**src/rtl/stall_flush_controller.sv**
```systemverilog
// stall_flush_controller
//   Pipeline hazard controller for a 5-stage core. Arbitrates between memory
//   waits, taken branches and load-use hazards, and produces per-register
//   freeze (hold) and flush (bubble) controls with zero added latency. Also
//   detects memory access timeouts and keeps saturating performance counters.
//
// Parameters
//   MEM_TIMEOUT    max consecutive memory-wait cycles before timeout (1..255)
// Ports
//   clk            clock, rising edge
//   rst            synchronous active-high reset
//   hazard         load-use hazard request (same cycle)
//   branch_taken   taken branch resolved in EXE (same cycle)
//   mem_req        MEM-stage instruction accesses data memory
//   mem_ready      data memory completes the access this cycle
//   cnt_clr        synchronous clear of the performance counters
//   freeze_*       hold PC / pipeline register this cycle
//   flush_*        load a bubble into the register at the next edge
//   mem_timeout    sticky memory timeout error
//   *_cnt          16-bit saturating performance counters
module stall_flush_controller #(
  parameter int unsigned MEM_TIMEOUT = 255
) (
  input  logic        clk,
  input  logic        rst,
  input  logic        hazard,
  input  logic        branch_taken,
  input  logic        mem_req,
  input  logic        mem_ready,
  input  logic        cnt_clr,
  output logic        freeze_pc,
  output logic        freeze_if_id,
  output logic        freeze_id_ex,
  output logic        freeze_ex_mem,
  output logic        flush_if_id,
  output logic        flush_id_ex,
  output logic        mem_timeout,
  output logic [15:0] load_stall_cnt,
  output logic [15:0] flush_cnt,
  output logic [15:0] mem_wait_cnt
);

  typedef enum logic [1:0] {RUN, MEM_WAIT, TIMEOUT} state_t;

  localparam logic [7:0] TIMEOUT_LIMIT = 8'(MEM_TIMEOUT);

  state_t     state_reg, state_next;
  logic [7:0] wait_cnt_reg, wait_cnt_next;
  logic       mem_timeout_reg, mem_timeout_next;
  logic       ms;
  logic       load_stall;
  logic       branch_flush;

  assign ms = mem_req & ~mem_ready;

  // State register
  always_ff @(posedge clk) begin
    if (rst) begin
      state_reg       <= RUN;
      wait_cnt_reg    <= 8'd0;
      mem_timeout_reg <= 1'b0;
    end else begin
      state_reg       <= state_next;
      wait_cnt_reg    <= wait_cnt_next;
      mem_timeout_reg <= mem_timeout_next;
    end
  end

  // Next-state logic
  always_comb begin
    state_next       = state_reg;
    wait_cnt_next    = wait_cnt_reg;
    mem_timeout_next = mem_timeout_reg;
    case (state_reg)
      RUN: begin
        if (ms) begin
          state_next    = MEM_WAIT;
          wait_cnt_next = 8'd1;
        end
      end
      MEM_WAIT: begin
        if (!mem_ready) begin
          if (wait_cnt_reg < TIMEOUT_LIMIT) begin
            wait_cnt_next = wait_cnt_reg + 8'd1;
          end else begin
            state_next       = TIMEOUT;
            mem_timeout_next = 1'b1;
          end
        end else begin
          // The completed access leaves MEM at this edge, so a still-high
          // mem_req belongs to the old instruction: go back to RUN.
          state_next = RUN;
        end
      end
      TIMEOUT: begin
        state_next = TIMEOUT;
      end
      default: begin
        state_next = RUN;
      end
    endcase
  end

  // Output logic (Mealy). A release cycle in MEM_WAIT behaves like RUN with
  // ms=0, so a branch held in EXE during the wait flushes on release.
  always_comb begin
    freeze_pc     = 1'b0;
    freeze_if_id  = 1'b0;
    freeze_id_ex  = 1'b0;
    freeze_ex_mem = 1'b0;
    flush_if_id   = 1'b0;
    flush_id_ex   = 1'b0;
    load_stall    = 1'b0;
    branch_flush  = 1'b0;
    if (!rst) begin
      if ((state_reg == TIMEOUT) ||
          (state_reg == RUN && ms) ||
          (state_reg == MEM_WAIT && !mem_ready)) begin
        freeze_pc     = 1'b1;
        freeze_if_id  = 1'b1;
        freeze_id_ex  = 1'b1;
        freeze_ex_mem = 1'b1;
      end else if (branch_taken) begin
        // The hazard-dependent instruction is squashed by the flush anyway.
        flush_if_id  = 1'b1;
        flush_id_ex  = 1'b1;
        branch_flush = 1'b1;
      end else if (hazard) begin
        freeze_pc    = 1'b1;
        freeze_if_id = 1'b1;
        flush_id_ex  = 1'b1;
        load_stall   = 1'b1;
      end
    end
  end

  assign mem_timeout = mem_timeout_reg;

  // Performance counters: 0 = load stalls, 1 = branch flushes, 2 = mem waits.
  logic [2:0]  cnt_inc;
  logic [15:0] cnt_reg [3];

  assign cnt_inc = {freeze_ex_mem, branch_flush, load_stall};

  generate
    for (genvar gi = 0; gi < 3; gi++) begin : g_cnt
      always_ff @(posedge clk) begin
        if (rst || cnt_clr) begin
          cnt_reg[gi] <= 16'd0;
        end else if (cnt_inc[gi] && (cnt_reg[gi] != 16'hFFFF)) begin
          cnt_reg[gi] <= cnt_reg[gi] + 16'd1;
        end
      end
    end
  endgenerate

  assign load_stall_cnt = cnt_reg[0];
  assign flush_cnt      = cnt_reg[1];
  assign mem_wait_cnt   = cnt_reg[2];

endmodule

```
**config.mk**
```make
export PLATFORM = sky130hd
export DESIGN_NAME = stall_flush_controller
export DESIGN_NICKNAME = d
export VERILOG_FILES = /design/src/rtl/stall_flush_controller.sv
export SDC_FILE = /design/constraint.sdc
export NUM_CORES = 1
export LEC_CHECK = 0
export BUFFER_PORTS_ARGS = -buffer_cell sky130_fd_sc_hd__buf_2
export CAP_MARGIN = 40
export CORE_AREA = 2 2 117 119
export CTS_CLUSTER_SIZE = 40
export DETAILED_ROUTE_END_ITERATION = 8
export DIE_AREA = 0 0 119 121
export SYNTH_ARGS = -nofsm -noshare
export SYNTH_HDL_FRONTEND = slang
export SYNTH_SLANG_ARGS = --single-unit
```
**constraint.sdc**
```tcl
create_clock -name clk -period 4.7 [get_ports clk]
set_clock_uncertainty 0.15 [all_clocks]
set_input_delay 0.235 -clock clk [delete_from_list [all_inputs] [get_ports clk]]
set_output_delay 0.235 -clock clk [all_outputs]
set_load 0.01 [all_outputs]
```
==> impl_metrics.py <==
metrics = {
    "timing": {
        "max_freq_mhz": 368,
        "worst_pin_slew_ns": 0.842,
        "setup_slack_ns": 1.98,
        "slew_viol_final": 0,
        "fin_tns_setup_ns": 0,
        "finalSetupViolations": 0,
        "finalCritPeriodShare_pct": 57.8,
        "period_minus_slack_ns": 2.72,
        "final_hold_viol_count": 0,
        "rsz0062_at_grt": "no",
        "slew_headroom_pct": 43.6,
    },
    "clock_network": {
        "cts_resized": 0,
        "cts_tree": "built",
        "clock_path_buffers": 2,
        "cts_hold_buf": 0,
        "post_cts_buffers": 0,
        "clkTransAtPathRegs_ns": 0.06,
        "clock_latency_ns": 0.33,
        "numCtsBuffers": 9,
        "cts_root_buf": "clkbuf_16",
        "cts.sinks": 59,
        "htreeDepth": 3,
    },
    "setup_path": {
        "endpoint_kind": "register",
        "cpMostUsedCell": "nand2_1",
        "crit_type": "register to register",
        "r2r_start": "cnt_reg[2][0]$_SDFFCE_PN0P_",
        "critPathBufInv": 0,
        "path_delay_family": "simple AND/OR/NAND/NOR gates",
        "worstPathCellList": "ha_1 -> nand2_1 -> or4_1 -> o211ai_1 -> nand2_1",
        "regToRegEndpoint": "cnt_reg[2][15]$_SDFFCE_PN0P_",
        "regToRegSetupSlack_ns": 1.98,
        "cpPeakStageDelay_ns": 0.66,
        "reg2reg_depth": 5,
        "cpMaxStageDelayCell": "or4_1",
        "critPathLaunchType": "register",
        "worst-path-max-fanout": 16,
        "cp.arrival_ns": 2.49,
        "required_ns": 4.47,
    },
    "drt": {
        "post_drt_wl_per_cell_um": 14.0,
        "final_antenna_net_count": 0,
        "via_count": 2641,
        "routed_via_density": 4.65,
        "wl_mm": 7.94,
        "drc": 0,
        "drt-pass1-iter-count": 4,
        "drtIter0Drc": 158,
    },
    "power_and_ir_drop": {
        "intPower_mw": 1.06,
        "p_switching_mw": 0.346,
        "p_leak_nw": 1.44,
        "irDropWorstVdd_mv": 0.177,
        "powerDensity_mw_per_mm2": 349,
        "power.share.combinational_pct": 7.6,
        "pwr-share-seq_pct": 44.7,
        "swShare_pct": 24.6,
        "p_clk_share_pct": 47.7,
    },
    "yosys": {
        "synth_area_leaders": "edfxtp_1, xnor2_1, nor2_1",
        "postSynth.asyncResetShare_pct": 0,
        "synth_edf_count": 48,
        "synth_top_family_by_area": "simple AND/OR/NAND/NOR gates",
        "synthSimpleGateAreaFrac_pct": 24.5,
        "synth_fp_nets": 331,
        "synth_fa_ha_area_share_pct": 1.56,
        "ys.warnings.count": 0,
        "ys_ff_latch": 59,
        "syn_inst": 320,
        "synth_compound_area_share_pct": 7.92,
        "synth_mux_area_share_pct": 0,
        "yosysMostFrequentCell": "nor2_1",
        "synth_xor_area_share_pct": 10.9,
        "netlist_area_mm2": 0.00321,
        "netlist-cell-type-count": 41,
        "synth_flop_cell": "edfxtp_1",
        "synth_top_area_share_pct": 44.9,
        "yosysTopAreaCell": "edfxtp_1",
        "synth_seq_area_share_pct": 51.8,
        "syn_area_per_cell_um2": 10.0,
        "synth_common_cells": "nor2_1, edfxtp_1, xnor2_1",
    },
    "final_layout": {
        "nets": 398,
        "finalInstanceArea_mm2": 0.00402,
        "antenna_cells": 0,
        "drive_gt1_share_pct": 23.0,
        "fin_util_pct": 30.7,
        "fillers": 1375,
        "area_growth_pct": 25.4,
        "largest_reg_flops": 48,
        "instances_no_fill": 568,
    },
    "die": {
        "core_mm2": 0.0131,
        "die_y_um": 121,
        "die_width_um": 119,
        "dieArea_mm2": 0.0144,
        "std_cell_rows": 42,
        "start_util_pct": 24.5,
        "io_pins": 62,
    },
    "min_path": {
        "min_to": "state_reg[1]$_SDFFE_PP0P_",
        "whs_path_depth": 4,
        "worstHoldPathType": "input port to register",
        "hold_start": "mem_ready",
    },
    "placement": {
        "dp_slack_ns": 1.98,
        "placed_cell_area_mm2": 0.00371,
        "gp_congestion": 0.792,
        "dp.cells": 552,
        "io_buffers": 61,
        "dp_hpwl_mm": 5.67,
    },
    "grt": {
        "grtUsageTotal_pct": 11.7,
        "grt_pass1_vias": 2582,
        "antenna_found_initial": 0,
        "grt_start_max_net_pins": 17,
        "grt_pass1_wl_mm": 13.2,
        "grt_overflow": 0,
    },
    "run_status": {
        "status": "finished, final reports clean",
    },
    "flow_run": {
        "drv_cap": 0,
    },
}
==> per-stage QoR <==
step	hold slack [ns]	total power, mW
after detailed placement	0.306	0.746
after global placement	0.304	0.742
after CTS	0.0649	1.43
after floorplan	0.258	0.693
after global routing	0.105	1.47
final	0.0820	1.40
==> tightest hold or removal path: cells and delay by family <==
kind | cells | cell delay [ns]
buffers and inverters | 1 | 0.11
AND/OR/NAND/NOR | 2 | 0.11
AO/OA/AOI/OAI | 1 | 0.06
==> layout make-up <==
class	count	area [um^2]	share of cell area (%)
inverter	12	45.0	1.12
clock buffer	12	279	6.94
clock inverter	4	28.8	0.716
sequential	59	1660	41.3
multi-input combinational	239	1450	36.0
tap	176	220	5.48
timing repair buffer	66	340	8.46
==> power by group through the flow <==
stage / Combinational [mW] / Clock [mW] / Sequential (mW)
2_1_floorplan: 0.0513 / 0 / 0.642
3_3_place_gp: 0.108 / 0 / 0.635
3_5_place_dp: 0.109 / 0 / 0.637
4_1_cts: 0.110 / 0.689 / 0.627
5_1_grt: 0.120 / 0.717 / 0.632
6_report: 0.107 / 0.670 / 0.627
==> logic make-up (layout without fill, tap and decap cells) <==
family	Yosys count	count (layout)
xor+xnor	40	40
simple gates	161	161
fa+ha+maj	4	4
compound gates	34	34
buf+inv	22	94
flops	59	59
==> layer usage <==
metal / wire [um] / GRT usage (%) / up-vias
met5: 0 / 0 / -
met4: 150 / 5.21 / 0
met3: 416 / 4.46 / 12
met2: 3700 / 18.0 / 58
met1: 3670 / 14.6 / 1260
li1: - / - / 1311
==> worst max path at each step <==
stage / depth (start not counted) / startpoint / slack, ns / end
after detailed placement: 5 / cnt_reg[2][0]$_SDFFCE_PN0P_ / 1.98 / cnt_reg[2][0]$_SDFFCE_PN0P_
final: 5 / cnt_reg[2][0]$_SDFFCE_PN0P_ / 1.98 / cnt_reg[2][15]$_SDFFCE_PN0P_
after global routing: 5 / cnt_reg[2][0]$_SDFFCE_PN0P_ / 1.82 / cnt_reg[2][0]$_SDFFCE_PN0P_
after CTS: 5 / cnt_reg[2][0]$_SDFFCE_PN0P_ / 1.96 / cnt_reg[2][3]$_SDFFCE_PN0P_
after floorplan: 5 / cnt_reg[0][0]$_SDFFCE_PN0P_ / 1.72 / cnt_reg[0][0]$_SDFFCE_PN0P_
after global placement: 5 / cnt_reg[2][0]$_SDFFCE_PN0P_ / 2.08 / cnt_reg[2][0]$_SDFFCE_PN0P_
==> layout by cell type, fill, tap and decap left out, types with 2 or more instances in the layout <==
cell        n
o41ai_1     2
nand2_1    20
nand2b_1    3
nand4_1    12
a21oi_1     4
dfxtp_1    11
xor2_1     10
clkbuf_16  11
xnor2_1    30
o311ai_0    6
buf_4       4
a31oi_1     2
or3_1       3
nor3_1     17
edfxtp_1   48
nor4_1     10
or4_1       4
buf_2      62
o211ai_1    2
o21ai_0     7
nand3_1    19
o31ai_1     2
inv_1      12
nor2_1     61
and3_1      5
ha_1        4
Power figures use the tool's default switching activity.
